File: src/rtl/issue_ctrl_pkg.sv
// Shared encodings for the issue stage: destination zones (mirroring riscv_defs.v) and FSM states.
package issue_ctrl_pkg;

  localparam logic [1:0] ZONE_NONE    = 2'd0;
  localparam logic [1:0] ZONE_REGFILE = 2'd1;
  localparam logic [1:0] ZONE_LOADQ   = 2'd2;
  localparam logic [1:0] ZONE_STOREQ  = 2'd3;

  typedef enum logic {
    ISSUE_ST_ISSUE = 1'b0,
    ISSUE_ST_DRAIN = 1'b1
  } issue_st_e;

  // A register operand only blocks when it is actually read and is not x0.
  function automatic logic operand_blocked(input logic used, input logic [4:0] addr,
                                           input logic pend);
    return used && (addr != 5'd0) && pend;
  endfunction

endpackage

File: src/rtl/issue_ctrl_scoreboard.sv
// 32-entry pending-writeback scoreboard: one set port, one clear port, three read ports.
module issue_ctrl_scoreboard (
  input  logic       clk_i,
  input  logic       reset_i,
  input  logic       set_en_i,
  input  logic [4:0] set_addr_i,
  input  logic       clr_en_i,
  input  logic [4:0] clr_addr_i,
  input  logic [4:0] rs1_addr_i,
  input  logic [4:0] rs2_addr_i,
  input  logic [4:0] rd_addr_i,
  output logic       rs1_pend_o,
  output logic       rs2_pend_o,
  output logic       rd_pend_o
);

  logic [31:0] sb_q, sb_d;

  always_comb begin
    sb_d = sb_q;
    if (clr_en_i) sb_d[clr_addr_i] = 1'b0;
    // A newly issued load is younger than any retiring one, so its set wins.
    if (set_en_i) sb_d[set_addr_i] = 1'b1;
    sb_d[0] = 1'b0;
  end

  always_ff @(posedge clk_i or posedge reset_i) begin
    if (reset_i) sb_q <= '0;
    else         sb_q <= sb_d;
  end

  assign rs1_pend_o = sb_q[rs1_addr_i];
  assign rs2_pend_o = sb_q[rs2_addr_i];
  assign rd_pend_o  = sb_q[rd_addr_i];

endmodule

File: src/rtl/issue_ctrl.sv
// In-order issue scheduler: hazard/occupancy stalls, serialising drain and the execute output register.
module issue_ctrl
  import issue_ctrl_pkg::*;
#(
  parameter int unsigned C_ZONE_SZ    = 2,
  parameter int unsigned C_LQ_DEPTH   = 4,
  parameter int unsigned C_SQ_DEPTH   = 4,
  parameter int unsigned C_PAYLOAD_SZ = 64
) (
  input  logic                    clk_i,
  input  logic                    reset_i,
  input  logic                    ids_valid_i,
  output logic                    ids_ready_o,
  input  logic [C_ZONE_SZ-1:0]    ids_zone_i,
  input  logic [4:0]              ids_regd_addr_i,
  input  logic [4:0]              ids_regs1_addr_i,
  input  logic [4:0]              ids_regs2_addr_i,
  input  logic                    ids_rs1_used_i,
  input  logic                    ids_rs2_used_i,
  input  logic                    ids_csr_access_i,
  input  logic                    ids_ins_err_i,
  input  logic [C_PAYLOAD_SZ-1:0] ids_payload_i,
  output logic                    ex_valid_o,
  input  logic                    ex_ready_i,
  input  logic                    ex_flush_i,
  output logic [C_ZONE_SZ-1:0]    ex_zone_o,
  output logic [4:0]              ex_regd_addr_o,
  output logic                    ex_ins_err_o,
  output logic [C_PAYLOAD_SZ-1:0] ex_payload_o,
  input  logic                    lq_wb_valid_i,
  input  logic [4:0]              lq_wb_addr_i,
  input  logic                    sq_retire_i
);

  localparam int unsigned LqW = $clog2(C_LQ_DEPTH + 1);
  localparam int unsigned SqW = $clog2(C_SQ_DEPTH + 1);

  issue_st_e state_q, state_d;

  logic                    ex_valid_q;
  logic [C_ZONE_SZ-1:0]    ex_zone_q;
  logic [4:0]              ex_regd_q;
  logic                    ex_err_q;
  logic [C_PAYLOAD_SZ-1:0] ex_payload_q;
  logic [LqW-1:0]          lq_cnt_q, lq_cnt_d;
  logic [SqW-1:0]          sq_cnt_q, sq_cnt_d;

  logic in_rf, in_lq, in_sq, ex_is_lq, ex_is_sq, ex_pend_lq;
  logic sb_rs1, sb_rs2, sb_rd, pend_rs1, pend_rs2, pend_rd;
  logic hazard, full, serialising, busy, issue_hs, accept, lq_inc, sq_inc;

  assign in_rf    = ids_zone_i == C_ZONE_SZ'(ZONE_REGFILE);
  assign in_lq    = ids_zone_i == C_ZONE_SZ'(ZONE_LOADQ);
  assign in_sq    = ids_zone_i == C_ZONE_SZ'(ZONE_STOREQ);
  assign ex_is_lq = ex_zone_q == C_ZONE_SZ'(ZONE_LOADQ);
  assign ex_is_sq = ex_zone_q == C_ZONE_SZ'(ZONE_STOREQ);

  assign ex_pend_lq = ex_valid_q && ex_is_lq;
  assign issue_hs   = ex_valid_q && ex_ready_i && !ex_flush_i;
  assign accept     = ids_valid_i && ids_ready_o && !ex_flush_i;
  assign lq_inc     = issue_hs && ex_is_lq;
  assign sq_inc     = issue_hs && ex_is_sq;

  issue_ctrl_scoreboard u_scoreboard (
    .clk_i      (clk_i),
    .reset_i    (reset_i),
    .set_en_i   (lq_inc && (ex_regd_q != 5'd0)),
    .set_addr_i (ex_regd_q),
    .clr_en_i   (lq_wb_valid_i),
    .clr_addr_i (lq_wb_addr_i),
    .rs1_addr_i (ids_regs1_addr_i),
    .rs2_addr_i (ids_regs2_addr_i),
    .rd_addr_i  (ids_regd_addr_i),
    .rs1_pend_o (sb_rs1),
    .rs2_pend_o (sb_rs2),
    .rd_pend_o  (sb_rd)
  );

  // A load sitting in the output register is not yet in the scoreboard but is just as pending.
  assign pend_rs1 = sb_rs1 || (ex_pend_lq && (ex_regd_q == ids_regs1_addr_i));
  assign pend_rs2 = sb_rs2 || (ex_pend_lq && (ex_regd_q == ids_regs2_addr_i));
  assign pend_rd  = sb_rd  || (ex_pend_lq && (ex_regd_q == ids_regd_addr_i));

  assign hazard = operand_blocked(ids_rs1_used_i, ids_regs1_addr_i, pend_rs1) ||
                  operand_blocked(ids_rs2_used_i, ids_regs2_addr_i, pend_rs2) ||
                  operand_blocked(in_rf || in_lq, ids_regd_addr_i, pend_rd);

  assign full = (in_lq && ((32'(lq_cnt_q) + 32'(ex_pend_lq)) >= C_LQ_DEPTH)) ||
                (in_sq && ((32'(sq_cnt_q) + 32'(ex_valid_q && ex_is_sq)) >= C_SQ_DEPTH));

  assign serialising = ids_csr_access_i || ids_ins_err_i;
  assign busy        = (lq_cnt_q != '0) || (sq_cnt_q != '0) || ex_valid_q;

  always_comb begin
    lq_cnt_d = lq_cnt_q;
    if (lq_inc && !lq_wb_valid_i && (32'(lq_cnt_q) < C_LQ_DEPTH)) begin
      lq_cnt_d = lq_cnt_q + LqW'(1);
    end else if (!lq_inc && lq_wb_valid_i && (lq_cnt_q != '0)) begin
      lq_cnt_d = lq_cnt_q - LqW'(1);
    end
    sq_cnt_d = sq_cnt_q;
    if (sq_inc && !sq_retire_i && (32'(sq_cnt_q) < C_SQ_DEPTH)) begin
      sq_cnt_d = sq_cnt_q + SqW'(1);
    end else if (!sq_inc && sq_retire_i && (sq_cnt_q != '0)) begin
      sq_cnt_d = sq_cnt_q - SqW'(1);
    end
  end

  always_ff @(posedge clk_i or posedge reset_i) begin
    if (reset_i) state_q <= ISSUE_ST_ISSUE;
    else         state_q <= state_d;
  end

  always_comb begin
    state_d = state_q;
    if (ex_flush_i) begin
      state_d = ISSUE_ST_ISSUE;
    end else begin
      unique case (state_q)
        ISSUE_ST_ISSUE: if (ids_valid_i && serialising && busy) state_d = ISSUE_ST_DRAIN;
        ISSUE_ST_DRAIN: if (!busy) state_d = ISSUE_ST_ISSUE;
        default:        state_d = ISSUE_ST_ISSUE;
      endcase
    end
  end

  // A flush swallows whatever decode offers that cycle, hence ready is forced high.
  always_comb begin
    ids_ready_o = 1'b0;
    if (reset_i) begin
      ids_ready_o = 1'b0;
    end else if (ex_flush_i) begin
      ids_ready_o = 1'b1;
    end else if (state_q == ISSUE_ST_ISSUE) begin
      ids_ready_o = (!ex_valid_q || ex_ready_i) && !hazard && !full && !(serialising && busy);
    end
  end

  always_ff @(posedge clk_i or posedge reset_i) begin
    if (reset_i) begin
      ex_valid_q   <= 1'b0;
      ex_zone_q    <= '0;
      ex_regd_q    <= '0;
      ex_err_q     <= 1'b0;
      ex_payload_q <= '0;
      lq_cnt_q     <= '0;
      sq_cnt_q     <= '0;
    end else begin
      lq_cnt_q <= lq_cnt_d;
      sq_cnt_q <= sq_cnt_d;
      if (ex_flush_i)    ex_valid_q <= 1'b0;
      else if (accept)   ex_valid_q <= 1'b1;
      else if (issue_hs) ex_valid_q <= 1'b0;
      if (accept) begin
        ex_zone_q    <= ids_zone_i;
        ex_regd_q    <= ids_regd_addr_i;
        ex_err_q     <= ids_ins_err_i;
        ex_payload_q <= ids_payload_i;
      end
    end
  end

  assign ex_valid_o     = ex_valid_q;
  assign ex_zone_o      = ex_zone_q;
  assign ex_regd_addr_o = ex_regd_q;
  assign ex_ins_err_o   = ex_err_q;
  assign ex_payload_o   = ex_payload_q;

endmodule

File: config.mk
export PLATFORM = sky130hd
export DESIGN_NAME = issue_ctrl
export DESIGN_NICKNAME = d
export VERILOG_FILES = /design/src/rtl/issue_ctrl_pkg.sv /design/src/rtl/issue_ctrl_scoreboard.sv /design/src/rtl/issue_ctrl.sv
export SDC_FILE = /design/constraint.sdc
export NUM_CORES = 1
export LEC_CHECK = 0
export ABC_AREA = 0
export BUFFER_PORTS_ARGS = -buffer_cell sky130_fd_sc_hd__buf_4
export CORE_UTILIZATION = 52
export DETAILED_ROUTE_END_ITERATION = 8
export GPL_ROUTABILITY_DRIVEN = 0
export PLACE_DENSITY = 0.8
export RECOVER_POWER = 25
export SLEW_MARGIN = 40
export SYNTH_ARGS = -nofsm -noshare
export SYNTH_HDL_FRONTEND = slang
export SYNTH_SLANG_ARGS = --single-unit
File: constraint.sdc
create_clock -name clk_i -period 8.1 [get_ports clk_i]
set_input_delay 0.405 -clock clk_i [delete_from_list [all_inputs] [get_ports clk_i]]
set_output_delay 0.405 -clock clk_i [all_outputs]
set_load 0.1 [all_outputs]
==> impl_metrics.json, run 1 <==
{
  "clk_pin_slew_ns": 0.10,
  "pin_count": 171,
  "setup_ws_ns": 4.79,
  "min_path_type": "input pin to register",
  "synthArstFlopShare": 1.00,
  "first_iter_violations": 409,
  "period_share": 0.408,
  "cp_common_cell": "a21oi_1",
  "grt_overflow": 0,
  "grt_pass1_vias": 4745,
  "cts_tree": "built",
  "setup_viol": 0,
  "synth_top_cell_by_area": "dfrtp_1",
  "n_fill_cell": 808,
  "synth-edff-count": 0,
  "hold_violations": 0,
  "skew_ns": 0.0173,
  "synthFlopType": "dfrtp_1",
  "die-area_um2": 11500,
  "yosysMostFrequentCell": "dfrtp_1",
  "tns_ns": 0,
  "grt_start_max_net_pins": 86,
  "post_drt_wl_per_cell_um": 18.8,
  "vias": 4793,
  "cp_slowest_cell": "dfrtp_1",
  "grt_antenna_before_repair": 0,
  "post_cts_resized": 0,
  "post_drt_via_cell_ratio": 5.99,
  "row_count": 38,
  "ir_drop_mv": 0.336,
  "grt_first_pass_wirelength_mm": 23.8,
  "yosysWarnings": 0,
  "fin_crit_ns": 3.31,
  "status": "finished, final reports clean",
  "max_freq_mhz": 302,
  "ys_types": 46,
  "critPathArrivalTime_ns": 2.90,
  "cp.buffers_inverters": 1,
  "critPathRequiredTime_ns": 7.70,
  "crit_path_start": "lq_cnt_q[2]",
  "synth_area_um2": 5770,
  "drt-total-wl_mm": 15.1,
  "endpoint_kind": "output pin",
  "path_class": "register to output pin",
  "core_um2": 10800,
  "reg2reg_from": "lq_cnt_q[2]",
  "cap_violations": 0,
  "avgSynthCellArea_um2": 11.5,
  "tightest_slew_ns": 1.23,
  "multi_input_area_um2": 2800,
  "numCtsBuffers": 9,
  "final_nets": 756,
  "path_cells": "nor4_1, a21oi_1, a2111oi_2, nand4_1, nor3_2, nand3_1, a21oi_1, buf_4",
  "crit_family": "simple AND/OR/NAND/NOR gates",
  "grt_util_all_layers": 0.271,
  "synth.area.top_cells": "dfrtp_1, mux2_2, o21ai_0, mux4_2, mux2i_1",
  "htreeDepth": 3,
  "synthSimpleGateAreaFrac": 0.119,
  "power_leakage_nw": 3.49,
  "hold_buffers": 0,
  "synth_xor_xnor_area_share": 0.0228,
  "remaining_drc_errors": 0,
  "area_growth_pct": 26.4,
  "cts_buffer_depth": 2,
  "max-slew-margin-rel": 0.173,
  "insertion_delay_ns": 0.38,
  "initial_utilization": 0.533,
  "p_per_area_nw_per_um2": 310,
  "synth_mux_area_frac": 0.227,
  "fp.dieH_um": 107,
  "cts_num_sinks": 111,
  "ctsRootBufferMaster": "clkbuf_8",
  "io_buffers": 170,
  "fp.dieW_um": 107,
  "cp_max_fo": 9,
  "diodes": 0,
  "synthCells": 500,
  "ant_nets": 0,
  "holdCritStartpoint": "ex_flush_i",
  "rsz0062_at_grt": "no",
  "synth_common_cells": "dfrtp_1, o21ai_0, mux2_2",
  "slowest_delay_ns": 0.48,
  "syn_nets": 601,
  "seq_area_frac_synth": 0.481,
  "drv_slew": 0,
  "first_pass_iters": 5,
  "synth_compound_area_frac": 0.106,
  "post_cts_buffers": 0,
  "netlist.area_leader.share": 0.481,
  "regArea_um2": 2780,
  "ys_seq_elements": 111,
  "place_ws_ns": 5.13,
  "synth_top_family_by_area": "multiplexers",
  "synth_fa_ha_area_frac": 0.0113,
  "dp.final_hpwl_mm": 11.0,
  "start_kind": "register",
  "drive_gt1_frac": 0.420,
  "report.power.total_mw": 2.26
}
## worst paths after layout
check / endpoint / slack, ns / cells past startpoint
min reg2reg: ex_payload_o[36] / 0.50 / 1
max: ids_ready_o / 4.79 / 8
min in group asynchronous: lq_cnt_q[0] / 0.26 / 2
max in group asynchronous: u_scoreboard.sb_q[28] / 6.56 / 3
max reg2reg: ex_payload_o[33] / 5.29 / 8
min: state_q / 0.20 / 2
## power by group
part           internal [mW]  switching [mW]
registers              0.660           0.104
logic                  0.269           0.867
clock network          0.171           0.190
## worst register-to-register path: stages, from the launching register on
cell       delay [ns]
dfrtp_1          0.48
nor4_1           0.45
a21oi_1          0.15
a2111oi_2        0.34
nand4_1          0.17
nor3_2           0.28
nand4_4          0.12
buf_6            0.30
mux2_1           0.42
## through the flow
stage / cells / util / instance area [um^2] / hold slack [ns]
final: 800 / 0.673 / 7300 / 0.203
after global routing: 800 / 0.673 / 7300 / 0.174
after CTS: 800 / 0.673 / 7300 / 0.000839
after detailed placement: 784 / 0.653 / 7080 / 0.421
after global placement: 784 / 0.653 / 7080 / 0.412
after floorplan: 500 / - / 5770 / 0.478
## registers in the layout, indices dropped and copies added (netlist names)
name / cells
ex_regd_addr_o: 5
ex_valid_o: 1
ex_payload_o: 64
ex_zone_o: 2
ex_ins_err_o: 1
lq_cnt_q: 3
sq_cnt_q: 3
u_scoreboard.sb_q: 31
state_q: 1
## cell type report
cell class              instances  share of cell area
flip-flops and latches        111               0.381
well taps                     140              0.0240
clock inverters                 3             0.00651
inverters                       7             0.00377
repair buffers                172               0.178
clock buffers                  13              0.0231
multi-input cells             354               0.384
## kinds of logic after synthesis
family / Yosys count
and+or+nand+nor: 119
muxes: 108
buffers and inverters: 35
AOI/OAI and AO/OA: 108
adders and majority gates: 4
DFF: 111
xor gates and xnor gates: 15
## per-layer routing
layer | vias to the layer above | track usage | wire [um]
li1 | 2148 | - | -
met1 | 2353 | 0.333 | 5730
met2 | 252 | 0.437 | 7480
met3 | 40 | 0.0932 | 1430
met4 | 0 | 0.114 | 437
met5 | - | 0 | 0
## layout by cell type (no fill, tap or decap), types with 3 or more instances in the layout
| master | count |
|---|---|
| nor4_1 | 5 |
| or3_1 | 8 |
| mux2i_1 | 22 |
| nand3b_1 | 11 |
| buf_4 | 169 |
| o22ai_1 | 3 |
| mux2_2 | 69 |
| o211ai_1 | 4 |
| a221oi_1 | 3 |
| nand4_1 | 8 |
| xor2_1 | 15 |
| nor2_1 | 22 |
| mux2_1 | 6 |
| a21oi_1 | 11 |
| or3b_2 | 5 |
| dfrtp_1 | 111 |
| nand4b_1 | 5 |
| nand3_1 | 15 |
| inv_1 | 6 |
| or4_1 | 3 |
| o21ai_0 | 75 |
| nor2b_1 | 7 |
| nand2_1 | 18 |
| nor3_1 | 5 |
| mux4_2 | 11 |
| clkbuf_8 | 13 |
Power figures use the tool's default switching activity.
==> run 2: changes to the inputs <==
==> constraint.sdc (replaced) <==
create_clock -name clk_i -period 3.2 [get_ports clk_i]
set_input_delay 0.16 -clock clk_i [delete_from_list [all_inputs] [get_ports clk_i]]
set_output_delay 0.16 -clock clk_i [all_outputs]
set_load 0.1 [all_outputs]
==> run 2 against run 1 <==
Compared with the run above: sequential power grew to 2.5 times the previous value; first-iteration DRC count grew 36%; worst hold slack lost 0.19 ns; die area is the same; sequential share of layout area shrank 1.8 points; non-clock buffer count grew 48; worst setup slack lost 4.5 ns; critical path depth is the same; largest cell class unchanged; largest power group unchanged.
==> impl_metrics.json, run 2 (synthesis results as in run 1) <==
{
  "cap_violations": 0,
  "place_ws_ns": 0.484,
  "clk_pin_slew_ns": 0.11,
  "setup_viol": 0,
  "post_drt_via_cell_ratio": 5.94,
  "grt_first_pass_wirelength_mm": 26.2,
  "initial_utilization": 0.533,
  "htreeDepth": 3,
  "grt_start_max_net_pins": 57,
  "grt_antenna_before_repair": 0,
  "status": "finished, final reports clean",
  "core_um2": 10800,
  "skew_ns": 0.0195,
  "remaining_drc_errors": 0,
  "final_nets": 804,
  "pin_count": 171,
  "multi_input_area_um2": 2810,
  "hold_violations": 0,
  "numCtsBuffers": 9,
  "drive_gt1_frac": 0.377,
  "cp_max_fo": 7,
  "post_cts_buffers": 0,
  "crit_family": "simple AND/OR/NAND/NOR gates",
  "vias": 5034,
  "fp.dieH_um": 107,
  "critPathArrivalTime_ns": 2.73,
  "p_per_area_nw_per_um2": 741,
  "period_share": 0.903,
  "slowest_delay_ns": 0.48,
  "holdCritStartpoint": "ids_payload_i[57]",
  "io_buffers": 170,
  "tns_ns": 0,
  "cts_buffer_depth": 2,
  "layout_commonest_cell": "buf_4",
  "endpoint_kind": "output pin",
  "max_freq_mhz": 346,
  "grt_overflow": 0,
  "setup_ws_ns": 0.309,
  "first_iter_violations": 558,
  "fp.dieW_um": 107,
  "grt_pass1_vias": 5205,
  "ir_drop_mv": 0.751,
  "area_growth_pct": 32.8,
  "diodes": 0,
  "regArea_um2": 2780,
  "min_path_type": "input pin to register",
  "crit_path_start": "ex_zone_o[0]",
  "final_util": 0.707,
  "insertion_delay_ns": 0.38,
  "reg2reg_from": "ex_zone_o[0]",
  "ant_nets": 0,
  "path_class": "register to output pin",
  "cp_slowest_cell": "dfrtp_1",
  "fin_cells": 848,
  "path_cells": "and3b_1, a31o_2, a2111oi_2, nand4_1, nor3_2, nand3_1, a21oi_2, buf_4",
  "tightest_slew_ns": 1.36,
  "ctsRootBufferMaster": "clkbuf_8",
  "rsz0062_at_grt": "no",
  "critPathRequiredTime_ns": 3.04,
  "cts_tree": "built",
  "power_leakage_nw": 3.61,
  "die-area_um2": 11500,
  "start_kind": "register",
  "first_pass_iters": 5,
  "drv_slew": 0,
  "grt_util_all_layers": 0.300,
  "row_count": 38,
  "fin_crit_ns": 2.89,
  "drt-total-wl_mm": 16.8,
  "largest_register_ffs": 64,
  "cts_num_sinks": 111,
  "max-slew-margin-rel": 0.0958,
  "cp.buffers_inverters": 1,
  "dp.final_hpwl_mm": 11.3,
  "report.power.total_mw": 5.68,
  "dp.cells": 791,
  "final_cell_mix": "buf_4, dfrtp_1, o21ai_0",
  "n_fill_cell": 791,
  "post_drt_wl_per_cell_um": 19.8
}
run 2: cell count changes in the layout (fill, tap and decap cells not counted), sizes merged:
cell         before  now
inv               7    9
clkbuf           15   30
clkinvlp          1    2
bufinv            1    0
buf             170  158
clkinv            1    3
dlygate4sd3       0   41
run 2: cell type report:
cell class / instances / share of cell area
tap: 140 / 0.0229
multi-input combinational: 354 / 0.366
sequential: 111 / 0.362
timing repair buffer: 220 / 0.220
clock buffer: 9 / 0.0162
clock inverter: 7 / 0.00833
inverter: 7 / 0.00359
run 2: where the power goes:
group / internal (mW) / total, mW / switching [mW]
clock network: 0.299 / 0.820 / 0.522
logic: 0.676 / 2.94 / 2.27
registers: 1.67 / 1.92 / 0.245
run 2: metrics by stage:
step / hold slack [ns] / cell area (um^2)
floorplan: 0.233 / 5780
global placement: 0.352 / 7150
detailed placement: 0.356 / 7150
CTS: 0.000420 / 7720
global route: 0.0000913 / 7660
finish: 0.0127 / 7660
run 2: per-layer routing:
| metal | up-vias | track usage | part of all wire | routed length (um) |
|---|---|---|---|---|
| li1 | 2247 | - | - | - |
| met1 | 2430 | 0.353 | 0.37 | 6140 |
| met2 | 312 | 0.506 | 0.50 | 8460 |
| met3 | 45 | 0.0920 | 0.10 | 1710 |
| met4 | 0 | 0.131 | 0.028 | 463 |
| met5 | - | 0 | 0 | 0 |
run 2: final timing paths:
kind	end	slack (ns)	cells after the start
setup / recovery	ids_ready_o	0.31	8
hold / removal	ex_payload_o[57]	0.01	2
setup reg to reg	ex_payload_o[46]	0.46	8
hold reg to reg	ex_payload_o[31]	0.50	1
max in group asynchronous	u_scoreboard.sb_q[27]	1.51	4
min in group asynchronous	ex_payload_o[1]	0.27	3
run 2: timing repair:
action	CTS	global route
gates resized for setup	0	0
endpoints found under the hold margin	39	2
hold buffers	39	2
==> run 3: changes to the inputs <==
--- a/config.mk
+++ b/config.mk
@@ -7,10 +7,9 @@
 export LEC_CHECK = 0
 export ABC_AREA = 0
 export BUFFER_PORTS_ARGS = -buffer_cell sky130_fd_sc_hd__buf_4
-export CORE_UTILIZATION = 52
+export CORE_UTILIZATION = 37
 export DETAILED_ROUTE_END_ITERATION = 8
 export GPL_ROUTABILITY_DRIVEN = 0
-export PLACE_DENSITY = 0.8
 export RECOVER_POWER = 25
 export SLEW_MARGIN = 40
 export SYNTH_ARGS = -nofsm -noshare
==> run 3 against run 2 <==
Compared with the run above: the flow now finishes with violations (capacitance limit, slew limit); utilization fell by 21 points; register-to-register slack lost 0.12 ns; fmax fell by 1.2%; total power increased by 5.3%; die area grew 40%; final area shrank 1.1%; via count fell by 4.3%; first-iteration DRC count shrank 39%; critical path depth stayed put; count of clock-buffer cells in the layout did not move; cell count rose by 1.4%; clock power rose by 37%.
==> impl_metrics.json, run 3 (synthesis results as in run 1) <==
{
  "status": "finished, violations left",
  "violations": "capacitance limit, slew limit",
  "n_fill_cell": 1410,
  "core_um2": 15200,
  "switching_share": 0.510,
  "drive_gt1_frac": 0.429,
  "grt_antenna_before_repair": 0,
  "cp_max_fo": 9,
  "p_switching_mw": 3.05,
  "critPathRequiredTime_ns": 3.04,
  "cts_num_sinks": 111,
  "p_seq_frac": 0.321,
  "diodes": 0,
  "dp.final_hpwl_mm": 12.4,
  "combPwrFrac": 0.492,
  "clk_pin_slew_ns": 0.08,
  "fp.dieH_um": 127,
  "path_class": "register to output pin",
  "grt_pass1_vias": 4917,
  "grt_first_pass_wirelength_mm": 26.3,
  "largest_register_ffs": 64,
  "intPower_mw": 2.93,
  "placed_cell_area_um2": 7260,
  "period_share": 0.914,
  "critPathArrivalTime_ns": 2.76,
  "numCtsBuffers": 9,
  "start_kind": "register",
  "final_nets": 768,
  "max-slew-margin-rel": -0.694,
  "io_buffers": 170,
  "tightest_slew_ns": 2.54,
  "final_area_um2": 7580,
  "drt-total-wl_mm": 16.7,
  "cts_tree": "built",
  "final_cell_mix": "buf_4, dfrtp_1, o21ai_0",
  "final_util": 0.499,
  "post_drt_wl_per_cell_um": 19.4,
  "setup_viol": 0,
  "report.power.total_mw": 5.98,
  "grt_start_max_net_pins": 45,
  "ir_drop_mv": 0.546,
  "fin_crit_ns": 2.92,
  "rr_worst_depth": 8,
  "drv_slew": 45,
  "ant_nets": 0,
  "setup_ws_ns": 0.275,
  "row_count": 45,
  "endpoint_kind": "output pin",
  "p_per_area_nw_per_um2": 789,
  "holdWs_ns": 0.0181,
  "dp.cells": 841,
  "post_drt_via_cell_ratio": 5.60,
  "vias": 4816,
  "htreeDepth": 3,
  "first_iter_violations": 339,
  "first_pass_iters": 4,
  "post_cts_resized": 0,
  "fin_cells": 860,
  "cts_buffer_depth": 2,
  "hold_violations": 0,
  "remaining_drc_errors": 0,
  "pwr-share-clk": 0.187,
  "layout_commonest_cell": "buf_4",
  "ctsRootBufferMaster": "clkbuf_16",
  "max_freq_mhz": 342,
  "worstHoldPathCells": 2,
  "skew_ns": 0.00929,
  "initial_utilization": 0.380,
  "fp.dieW_um": 127,
  "tns_ns": 0,
  "insertion_delay_ns": 0.35,
  "grt_overflow": 0,
  "pin_count": 171,
  "rsz0062_at_grt": "no",
  "die-area_um2": 16100,
  "min_path_type": "input pin to register",
  "area_growth_pct": 31.3,
  "grt_util_all_layers": 0.211,
  "place_ws_ns": 0.347,
  "cap_violations": 1,
  "power_leakage_nw": 3.61
}
==> run 3: cell types whose count changed in the layout (fill, tap and decap cells not counted), moves of 3 or more <==
cell / before / now
buf_4: 157 / 176
clkbuf_1: 20 / 1
clkbuf_8: 9 / 0
buf_12: 1 / 4
dlygate4sd3_1: 41 / 3
clkbuf_16: 0 / 9
==> run 3: worst paths after layout <==
check,to,slack (ns),startpoint
setup reg to reg,ex_payload_o[31],0.34,lq_cnt_q[2]
setup / recovery,ids_ready_o,0.28,lq_cnt_q[2]
hold / removal,ex_payload_o[34],0.02,ids_payload_i[34]
max in group asynchronous,ex_payload_o[5],0.59,reset_i
hold reg to reg,ex_payload_o[35],0.50,ex_payload_o[35]
min in group asynchronous,ex_zone_o[1],0.80,reset_i
==> run 3: power by group through the flow <==
stage	Sequential, mW	Clock [mW]	Combinational [mW]
final	1.92	1.12	2.94
after global routing	1.96	1.21	3.04
after CTS	1.92	1.16	2.95
after detailed placement	1.94	0	2.95
after global placement	1.92	0	2.92
after floorplan	3.61	0	0.547
==> run 3: layout make-up <==
type	instances	area (um^2)	area share
Clock inverter	7	72.6	0.00957
Inverter	7	27.5	0.00363
Tap cell	188	235	0.0310
Sequential cell	111	2780	0.366
Timing Repair Buffer	184	1440	0.189
Multi-Input combinational cell	354	2810	0.370
Clock buffer	9	225	0.0297
==> run 3: worst max-delay path, stage by stage, from the launching register on <==
cell       delay, ns
dfrtp_1         0.46
nor4_1          0.45
a21oi_1         0.16
a2111oi_2       0.29
nand4_1         0.16
nor3_2          0.28
nand3_1         0.15
a21oi_2         0.17
buf_4           0.30
==> run 3: what timing repair did <==
action | in CTS | in global routing
hold buffers | 3 | 0
setup endpoints to repair | 0 | 0
setup buffers | 0 | 0
endpoints found under the hold margin | 3 | 0
==> run 3: per-layer routing <==
layer,vias up,track usage,share of wire
li1,2178,-,-
met1,2403,0.259,0.40
met2,207,0.357,0.50
met3,28,0.0557,0.076
met4,0,0.0784,0.023
met5,-,0,0
